===== config.mk =====
export PLATFORM = sky130hd
export DESIGN_NAME = fp_misc_issue_buffer
export DESIGN_NICKNAME = d
export VERILOG_FILES = /design/src/rtl/fp_misc_issue_buffer.sv
export SDC_FILE = /design/constraint.sdc
export NUM_CORES = 1
export LEC_CHECK = 0
export BUFFER_PORTS_ARGS = -buffer_cell sky130_fd_sc_hd__buf_2
export CORE_AREA = 2 2 278 170
export CTS_BUF_LIST = sky130_fd_sc_hd__clkbuf_8 sky130_fd_sc_hd__clkbuf_16
export CTS_CLUSTER_SIZE = 25
export DETAILED_ROUTE_END_ITERATION = 8
export DIE_AREA = 0 0 280 172
export SYNTH_ARGS = -nofsm -noshare
export SYNTH_HDL_FRONTEND = slang
export SYNTH_SLANG_ARGS = --single-unit

===== constraint.sdc =====
create_clock -name clock -period 20.8 [get_ports clock]
set_clock_uncertainty 0.2 [all_clocks]
set_input_delay 4.16 -clock clock [delete_from_list [all_inputs] [get_ports clock]]
set_output_delay 4.16 -clock clock [all_outputs]
set_load 0.02 [all_outputs]

===== src/rtl/fp_misc_issue_buffer.sv =====
// Reservation station for the FP misc/div port: holds micro-ops until both
// sources are woken, issues the oldest ready entry, and drops wrong-path work on redirect.
module fp_misc_issue_buffer #(
  parameter int unsigned DEPTH     = 4,
  parameter int unsigned PAYLOAD_W = 64
) (
  input  logic                         clock,
  input  logic                         reset,
  input  logic                         io_enq_valid,
  output logic                         io_enq_ready,
  input  logic [3:0]                   io_enq_bits_fuType,
  input  logic [6:0]                   io_enq_bits_fuOpType,
  input  logic                         io_enq_bits_srcState_0,
  input  logic                         io_enq_bits_srcState_1,
  input  logic [5:0]                   io_enq_bits_psrc_0,
  input  logic [5:0]                   io_enq_bits_psrc_1,
  input  logic [5:0]                   io_enq_bits_pdest,
  input  logic                         io_enq_bits_robIdx_flag,
  input  logic [4:0]                   io_enq_bits_robIdx_value,
  input  logic [PAYLOAD_W-1:0]         io_enq_bits_payload,
  input  logic                         io_wakeup_0_valid,
  input  logic [5:0]                   io_wakeup_0_pdest,
  input  logic                         io_wakeup_1_valid,
  input  logic [5:0]                   io_wakeup_1_pdest,
  input  logic                         io_redirect_valid,
  input  logic                         io_redirect_robIdx_flag,
  input  logic [4:0]                   io_redirect_robIdx_value,
  output logic                         io_deq_valid,
  input  logic                         io_deq_ready,
  output logic [3:0]                   io_deq_bits_fuType,
  output logic [6:0]                   io_deq_bits_fuOpType,
  output logic [5:0]                   io_deq_bits_psrc_0,
  output logic [5:0]                   io_deq_bits_psrc_1,
  output logic [5:0]                   io_deq_bits_pdest,
  output logic                         io_deq_bits_robIdx_flag,
  output logic [4:0]                   io_deq_bits_robIdx_value,
  output logic [PAYLOAD_W-1:0]         io_deq_bits_payload,
  output logic [$clog2(DEPTH+1)-1:0]   io_count
);

  localparam int unsigned IDX_W = $clog2(DEPTH);
  localparam int unsigned CNT_W = $clog2(DEPTH+1);

  typedef struct packed {
    logic [3:0]           fuType;
    logic [6:0]           fuOpType;
    logic [5:0]           psrc0;
    logic [5:0]           psrc1;
    logic [5:0]           pdest;
    logic                 robFlag;
    logic [4:0]           robValue;
    logic [PAYLOAD_W-1:0] payload;
  } entry_t;

  logic [DEPTH-1:0] validQ;
  logic [DEPTH-1:0] src0Q;
  logic [DEPTH-1:0] src1Q;
  entry_t           entryQ [DEPTH];
  logic [DEPTH-1:0] ageQ   [DEPTH];

  logic [DEPTH-1:0] wake0;
  logic [DEPTH-1:0] wake1;
  logic [DEPTH-1:0] flush;
  logic [DEPTH-1:0] readyVec;
  logic [DEPTH-1:0] sel;
  logic [IDX_W-1:0] selIdx;
  logic [IDX_W-1:0] freeIdx;
  logic             hasFree;
  logic             enqWake0;
  logic             enqWake1;
  logic             enqFire;
  logic             deqFire;
  logic [CNT_W-1:0] cnt;

  // Wakeup match, redirect flush and readiness per entry
  always_comb begin
    wake0    = '0;
    wake1    = '0;
    flush    = '0;
    readyVec = '0;
    for (int i = 0; i < int'(DEPTH); i++) begin
      wake0[i] = (io_wakeup_0_valid && io_wakeup_0_pdest == entryQ[i].psrc0) ||
                 (io_wakeup_1_valid && io_wakeup_1_pdest == entryQ[i].psrc0);
      wake1[i] = (io_wakeup_0_valid && io_wakeup_0_pdest == entryQ[i].psrc1) ||
                 (io_wakeup_1_valid && io_wakeup_1_pdest == entryQ[i].psrc1);
      flush[i] = io_redirect_valid &&
                 ((entryQ[i].robFlag ^ io_redirect_robIdx_flag) ^
                  (entryQ[i].robValue > io_redirect_robIdx_value));
      readyVec[i] = validQ[i] && src0Q[i] && src1Q[i] && !flush[i];
    end
  end

  // Oldest-ready select: an entry wins when it is older than every other ready entry
  always_comb begin
    sel    = '0;
    selIdx = '0;
    for (int i = 0; i < int'(DEPTH); i++) begin
      sel[i] = readyVec[i];
      for (int j = 0; j < int'(DEPTH); j++) begin
        if (j != i && readyVec[j] && !ageQ[i][j]) sel[i] = 1'b0;
      end
    end
    for (int i = 0; i < int'(DEPTH); i++) begin
      if (sel[i]) selIdx = IDX_W'(i);
    end
  end

  // Lowest-index free slot
  always_comb begin
    freeIdx = '0;
    hasFree = ~(&validQ);
    for (int i = int'(DEPTH) - 1; i >= 0; i--) begin
      if (!validQ[i]) freeIdx = IDX_W'(i);
    end
  end

  assign enqWake0 = (io_wakeup_0_valid && io_wakeup_0_pdest == io_enq_bits_psrc_0) ||
                    (io_wakeup_1_valid && io_wakeup_1_pdest == io_enq_bits_psrc_0);
  assign enqWake1 = (io_wakeup_0_valid && io_wakeup_0_pdest == io_enq_bits_psrc_1) ||
                    (io_wakeup_1_valid && io_wakeup_1_pdest == io_enq_bits_psrc_1);

  assign io_enq_ready = hasFree && !io_redirect_valid;
  assign enqFire      = io_enq_valid && io_enq_ready;
  assign io_deq_valid = |readyVec;
  assign deqFire      = io_deq_valid && io_deq_ready;

  // Entry state, wakeups, issue/flush retirement and age matrix update
  always_ff @(posedge clock) begin
    if (reset) begin
      validQ <= '0;
      src0Q  <= '0;
      src1Q  <= '0;
      for (int i = 0; i < int'(DEPTH); i++) ageQ[i] <= '0;
    end else begin
      for (int i = 0; i < int'(DEPTH); i++) begin
        if (flush[i] || (deqFire && sel[i])) validQ[i] <= 1'b0;
        if (wake0[i]) src0Q[i] <= 1'b1;
        if (wake1[i]) src1Q[i] <= 1'b1;
      end
      if (enqFire) begin
        validQ[freeIdx] <= 1'b1;
        src0Q[freeIdx]  <= io_enq_bits_srcState_0 | enqWake0;
        src1Q[freeIdx]  <= io_enq_bits_srcState_1 | enqWake1;
        ageQ[freeIdx]   <= '0;
        for (int j = 0; j < int'(DEPTH); j++) begin
          if (validQ[j]) ageQ[j][freeIdx] <= 1'b1;
        end
      end
    end
  end

  // Payload storage needs no reset; it is qualified by validQ
  always_ff @(posedge clock) begin
    if (enqFire) begin
      entryQ[freeIdx] <= '{fuType:   io_enq_bits_fuType,
                           fuOpType: io_enq_bits_fuOpType,
                           psrc0:    io_enq_bits_psrc_0,
                           psrc1:    io_enq_bits_psrc_1,
                           pdest:    io_enq_bits_pdest,
                           robFlag:  io_enq_bits_robIdx_flag,
                           robValue: io_enq_bits_robIdx_value,
                           payload:  io_enq_bits_payload};
    end
  end

  always_comb begin
    cnt = '0;
    for (int i = 0; i < int'(DEPTH); i++) cnt = cnt + CNT_W'(validQ[i]);
  end

  assign io_count                 = cnt;
  assign io_deq_bits_fuType       = entryQ[selIdx].fuType;
  assign io_deq_bits_fuOpType     = entryQ[selIdx].fuOpType;
  assign io_deq_bits_psrc_0       = entryQ[selIdx].psrc0;
  assign io_deq_bits_psrc_1       = entryQ[selIdx].psrc1;
  assign io_deq_bits_pdest        = entryQ[selIdx].pdest;
  assign io_deq_bits_robIdx_flag  = entryQ[selIdx].robFlag;
  assign io_deq_bits_robIdx_value = entryQ[selIdx].robValue;
  assign io_deq_bits_payload      = entryQ[selIdx].payload;

endmodule


==> results of run 1 <==
[flip-flops by register name (all words and copies together), names as in the netlist]
register,flops
src0Q,4
validQ,4
entryQ,396
ageQ,12
src1Q,4
[power by group]
part           internal, mW  switching [mW]
clock network         0.453           0.316
logic                0.0380          0.0680
registers             0.941         0.00570
total                  1.43           0.389
[logic make-up (layout without fill, tap and decap cells)]
kind of cell	after synthesis	after routing	synth area share, %
buffers and inverters	106	339	2.60
and+or+nand+nor	505	505	12.9
muxes	4	4	0.228
DFF	420	420	68.3
adders and majority gates	24	24	1.70
other	0	5	0
xor gates and xnor gates	126	126	6.13
AOI/OAI and AO/OA	262	262	8.18
[per-stage QoR]
step	setup WS [ps]	hold WS, ps	utilization, %	cell area (sq um)	cells
5_1_grt	7620	293	46.4	21200	2280
4_1_cts	7950	270	46.3	21200	2278
2_1_floorplan	9650	241	-	18100	1447
3_5_place_dp	7960	262	43.3	19800	2202
6_report	7910	269	46.4	21200	2283
3_3_place_gp	8040	257	43.3	19800	2202
[worst min-delay path, cell delays in order, from the launching register on]
cell	delay, ps
dfxtp_1	310
nand2_1	50
a21oi_1	50
[routing by layer]
layer	wire length, um	up-vias	track usage (%)
li1	-	5683	-
met1	22800	5869	29.2
met2	20500	382	28.5
met3	3330	73	4.36
met4	802	6	4.21
met5	43	-	0
[layout by cell type, fill, tap and decap left out, drive strengths merged, types with 3 or more instances in the layout]
| cell | instances |
|---|---|
| xnor2 | 64 |
| clkinv | 16 |
| clkbuf | 44 |
| nand4 | 26 |
| o211ai | 4 |
| xor2 | 62 |
| bufinv | 6 |
| a211oi | 10 |
| diode | 5 |
| nor2 | 17 |
| nor3 | 9 |
| and3 | 99 |
| dfxtp | 24 |
| o21a | 6 |
| inv | 30 |
| a21oi | 14 |
| nor4 | 28 |
| nand2 | 310 |
| o21ai | 204 |
| edfxtp | 396 |
| buf | 242 |
| mux2i | 3 |
| nand3 | 7 |
| ha | 23 |
[worst min-delay path by stage]
| stage | startpoint | endpoint | slack, ps |
|---|---|---|---|
| floorplan | ageQ[0][2]$_SDFF_PP0_ | ageQ[0][2]$_SDFF_PP0_ | 240 |
| global placement | ageQ[0][2]$_SDFF_PP0_ | ageQ[0][2]$_SDFF_PP0_ | 260 |
| detailed placement | ageQ[2][0]$_SDFF_PP0_ | ageQ[2][0]$_SDFF_PP0_ | 260 |
| CTS | ageQ[2][0]$_SDFF_PP0_ | ageQ[2][0]$_SDFF_PP0_ | 270 |
| global route | ageQ[0][3]$_SDFF_PP0_ | ageQ[0][3]$_SDFF_PP0_ | 290 |
| finish | ageQ[2][0]$_SDFF_PP0_ | ageQ[2][0]$_SDFF_PP0_ | 270 |
[layout make-up]
cell class | instances | area [sq um] | share of cell area, %
sequential | 420 | 12400 | 58.4
multi-input combinational | 921 | 5350 | 25.2
timing repair buffer | 242 | 1240 | 5.87
clock buffer | 44 | 1090 | 5.14
tap | 598 | 748 | 3.53
clock inverter | 32 | 300 | 1.42
inverter | 21 | 81.3 | 0.384
antenna | 5 | 12.5 | 0.0590
==> flow_summary.ini, run 1 <==
[clock_network]
ctsResizeCount = 0
numCtsBuffers = 42
cts.sinks = 420
cts_root_buf = clkbuf_16
post_cts_buffers = 0
ctsHtreeMaxLevel = 2
tritoncts = built
hold_buffers = 0
clkTransAtPathRegs_ps = 50
cts.path.max_buffers = 3
clk_latency_ps = 540

[sta]
rsz0062_at_grt = no
min_period_ps = 12890
max_freq_mhz = 77.6
finalSetupViolCount = 0
relSlewSlack_pct = 19.3
fin_crit_sh_pct = 61.9
worst_pin_slew_ps = 1210
setup_tns_ps = 0
hold_viol = 0
slew_violations = 0

[synthesis]
synth_area_per_cell_sq_um = 12.5
yosysMostFrequentCell = edfxtp_1
yosysUniqueCellTypes = 56
synth_edf_count = 396
yosysTopAreaCell = edfxtp_1
async_flop_share_pct = 0
ys.flop_type = edfxtp_1
yosys-top-cells-count = edfxtp_1 (396), nand2_1 (309), o21ai_0 (106), and3_1 (99), o21ai_1 (98)
syn-num-nets = 1597
ys_ff_latch = 420
yosysSeqAreaShare_pct = 68.3
netlist_top_cells_area = edfxtp_1 (66%), nand2_1 (6.4%), and3_1 (3.4%)
synth_cells = 1447
post-synth-top-area-fraction_pct = 65.6
syn-cell-area_sq_um = 18100
synth_warnings = 0

[flow_run]
cap_violations = 0

[worst_setup_path]
reg2reg_depth = 7
critPathMostFrequentCell = buf_2
r2r-start = validQ[1]$_SDFF_PP0_
cp_slowest_cell = buf_4
ff2ff_setup_slack_ps = 16910
crit_path_max_incr_delay_ps = 940
worstSetupStartpoint = io_redirect_robIdx_value[4]
path_cells = buf_2 -> inv_1 -> ha_1 -> nand4_1 -> o21ai_0 -> mux2_2 -> or3_1 -> o22a_1 -> nand2_4 -> buf_4 -> and3_1 -> o22ai_1 -> buf_2
path_class = input port to output pin
cp-start-kind = input port
critical_path_depth = 13
r2r_end = entryQ[3][66]$_DFFE_PP_
worstSetupEndpointType = output pin
cp.required_ps = 16440
crit_family = simple AND/OR/NAND/NOR gates
critical_path_buf_inv_count = 4
crit_fanout = 126
endpoint = io_deq_bits_robIdx_value[0]
arrival_ps = 8530

[global_route]
grt_usage_pct = 19.4
grt_antenna_before_repair = 9
grt_max_degree = 127
grt_pass1_wl_um = 71100
grt_overflow_total = 0
grt_pass1_vias = 11681

[floorplanning]
rows = 61
die_h_um = 172
die_w_um = 280
die_area_sq_um = 48200
start_util_pct = 39.6
num_io_pins = 230
core_sq_um = 45700

[hold_path]
hp-class = flip-flop to flip-flop
hold_path_depth = 2

[routing]
drc_errors = 0
wl_um = 47500
dr.first_iter.drc_count = 995
post_drt_wl_per_cell_um = 20.8
vias = 12013
dr.pass1.iters = 5
via_per_inst = 5.26
ant_nets = 0

[place]
place_hpwl_um = 28700
io_buffers = 229
routabilityCongestion = 0.852

[power]
p_total_mw = 1.82
peakVddDrop_uv = 65.9
leakagePower_nw = 7.64
p_per_area_nw_per_um2 = 85.9

[layout]
fill_cells = 4078
syn_to_final_growth_pct = 17.0
nets = 1798
drive_gt1_share_pct = 18.8

[outcome]
status = complete, no violations
Power figures use the tool's default switching activity.
==> run 2: changes to the inputs <==
Clock period 20.8 ns to 10.6 ns, I/O delays scaled along.
==> flow_summary.ini, run 2 (synthesis gave the netlist of run 1 again) <==
[clock_network]
hold_buffers = 0
ctsResizeCount = 0
clk_latency_ps = 530
ctsHtreeMaxLevel = 2
cts.sinks = 420
cts_root_buf = clkbuf_16
cts.path.max_buffers = 3
numCtsBuffers = 41
post_cts_buffers = 0
tritoncts = built
clkTransAtPathRegs_ps = 60

[layout]
reg.largest.list = entryQ: 396 flops, ageQ: 12 flops
final_cell_mix = edfxtp_1 (396), nand2_1 (309), buf_2 (229), o21ai_0 (106), and3_1 (99)
regMostFlops = entryQ
syn_to_final_growth_pct = 16.7
largest_register_ffs = 396
final_common_cell = edfxtp_1
fill_cells = 4063
drive_gt1_share_pct = 18.5
nets = 1799

[sta]
hold_viol = 0
slew_violations = 0
finalSetupViolCount = 0
worst_pin_slew_ps = 1260
setup_tns_ps = 0
min_period_ps = 8490
rsz0062_at_grt = no
max_freq_mhz = 118
hold_slack_ps = 268
relSlewSlack_pct = 15.8
fin_crit_sh_pct = 80.1

[floorplanning]
die_w_um = 280
start_util_pct = 39.6
die_h_um = 172
num_io_pins = 230
core_sq_um = 45700
die_area_sq_um = 48200
rows = 61

[worst_setup_path]
critPathMostFrequentCell = buf_2
worstSetupEndpointType = output pin
crit_fanout = 45
cp.required_ps = 8280
arrival_ps = 6170
crit_path_max_incr_delay_ps = 770
critical_path_buf_inv_count = 4
crit_family = compound AO/OA/AOI/OAI gates
cp-start-kind = input port
path_class = input port to output pin
path_cells = buf_2 -> inv_1 -> ha_1 -> and4b_1 -> o21a_1 -> a221oi_1 -> nand4_1 -> a21oi_1 -> o221a_4 -> buf_4 -> nand2_1 -> o21ai_1 -> buf_2
cp_slowest_cell = o221a_4

[global_route]
grt_pass1_wl_um = 71900
grt_overflow_total = 0
grt_antenna_before_repair = 7
grt_pass1_vias = 11877
grt_max_degree = 120
grt_usage_pct = 19.6

[routing]
drc_errors = 0
ant_nets = 0
via_per_inst = 5.33
post_drt_wl_per_cell_um = 21.1
dr.pass1.iters = 5
wl_um = 48100
vias = 12153
dr.first_iter.drc_count = 1040

[flow_run]
cap_violations = 0

[outcome]
status = complete, no violations

[place]
routabilityCongestion = 0.837
place_hpwl_um = 29600
io_buffers = 229

[power]
p_per_area_nw_per_um2 = 166
leakagePower_nw = 7.63
peakVddDrop_uv = 91.2

[hold_path]
hp-class = flip-flop to flip-flop
run 2: through the flow:
| step | total power, mW | utilization, % | setup slack [ps] | instance area, sq um | cells |
|---|---|---|---|---|---|
| 2_1_floorplan | 2.01 | - | 1620 | 18100 | 1447 |
| 3_3_place_gp | 2.10 | 43.4 | 2170 | 19800 | 2204 |
| 3_5_place_dp | 2.10 | 43.4 | 2120 | 19800 | 2204 |
| 4_1_cts | 3.54 | 46.2 | 2110 | 21100 | 2275 |
| 5_1_grt | 3.62 | 46.2 | 1790 | 21100 | 2278 |
| 6_report | 3.50 | 46.3 | 2110 | 21100 | 2279 |
run 2: cell type report:
| cell class | instances | area [sq um] | share of cell area [%] |
|---|---|---|---|
| clock inverters | 29 | 260 | 1.23 |
| well taps | 598 | 748 | 3.54 |
| flip-flops and latches | 420 | 12400 | 58.5 |
| multi-input cells | 921 | 5350 | 25.3 |
| inverters | 21 | 81.3 | 0.385 |
| clock buffers | 42 | 1050 | 4.97 |
| diodes | 4 | 10.0 | 0.0473 |
| repair buffers | 244 | 1270 | 6.01 |
run 2: power breakdown:
part / total (mW) / internal [mW] / switching [mW]
Combinational: 0.209 / 0.0744 / 0.134
Clock: 1.44 / 0.837 / 0.601
Sequential: 1.86 / 1.85 / 0.0110
run 2: worst register-to-register path, cell delays in order (launching register included):
cell,delay (ps)
edfxtp_1,420
ha_1,320
and4b_1,200
o21a_1,190
a221oi_1,450
nand4_1,400
a21oi_1,420
o221a_4,770
buf_4,620
a221oi_1,200
run 2: path summary, 6_finish.rpt:
check | startpoint | endpoint | slack [ps] | depth (start not counted)
min | ageQ[0][1]$_SDFF_PP0_ | ageQ[0][1]$_SDFF_PP0_ | 270 | 1
max reg2reg | entryQ[3][66]$_DFFE_PP_ | validQ[3]$_SDFF_PP0_ | 6280 | 9
min reg2reg | ageQ[0][1]$_SDFF_PP0_ | ageQ[0][1]$_SDFF_PP0_ | 270 | 1
max | io_redirect_robIdx_value[3] | io_deq_bits_robIdx_flag | 2110 | 13
run 2: layer usage:
metal  global-route usage [%]  up-vias  part of all wire [%]
li1                         -     5678                     -
met1                     29.0     6018                    47
met2                     29.6      398                    44
met3                     4.12       55                   7.0
met4                     4.44        4                   1.5
met5                        0        -                 0.050
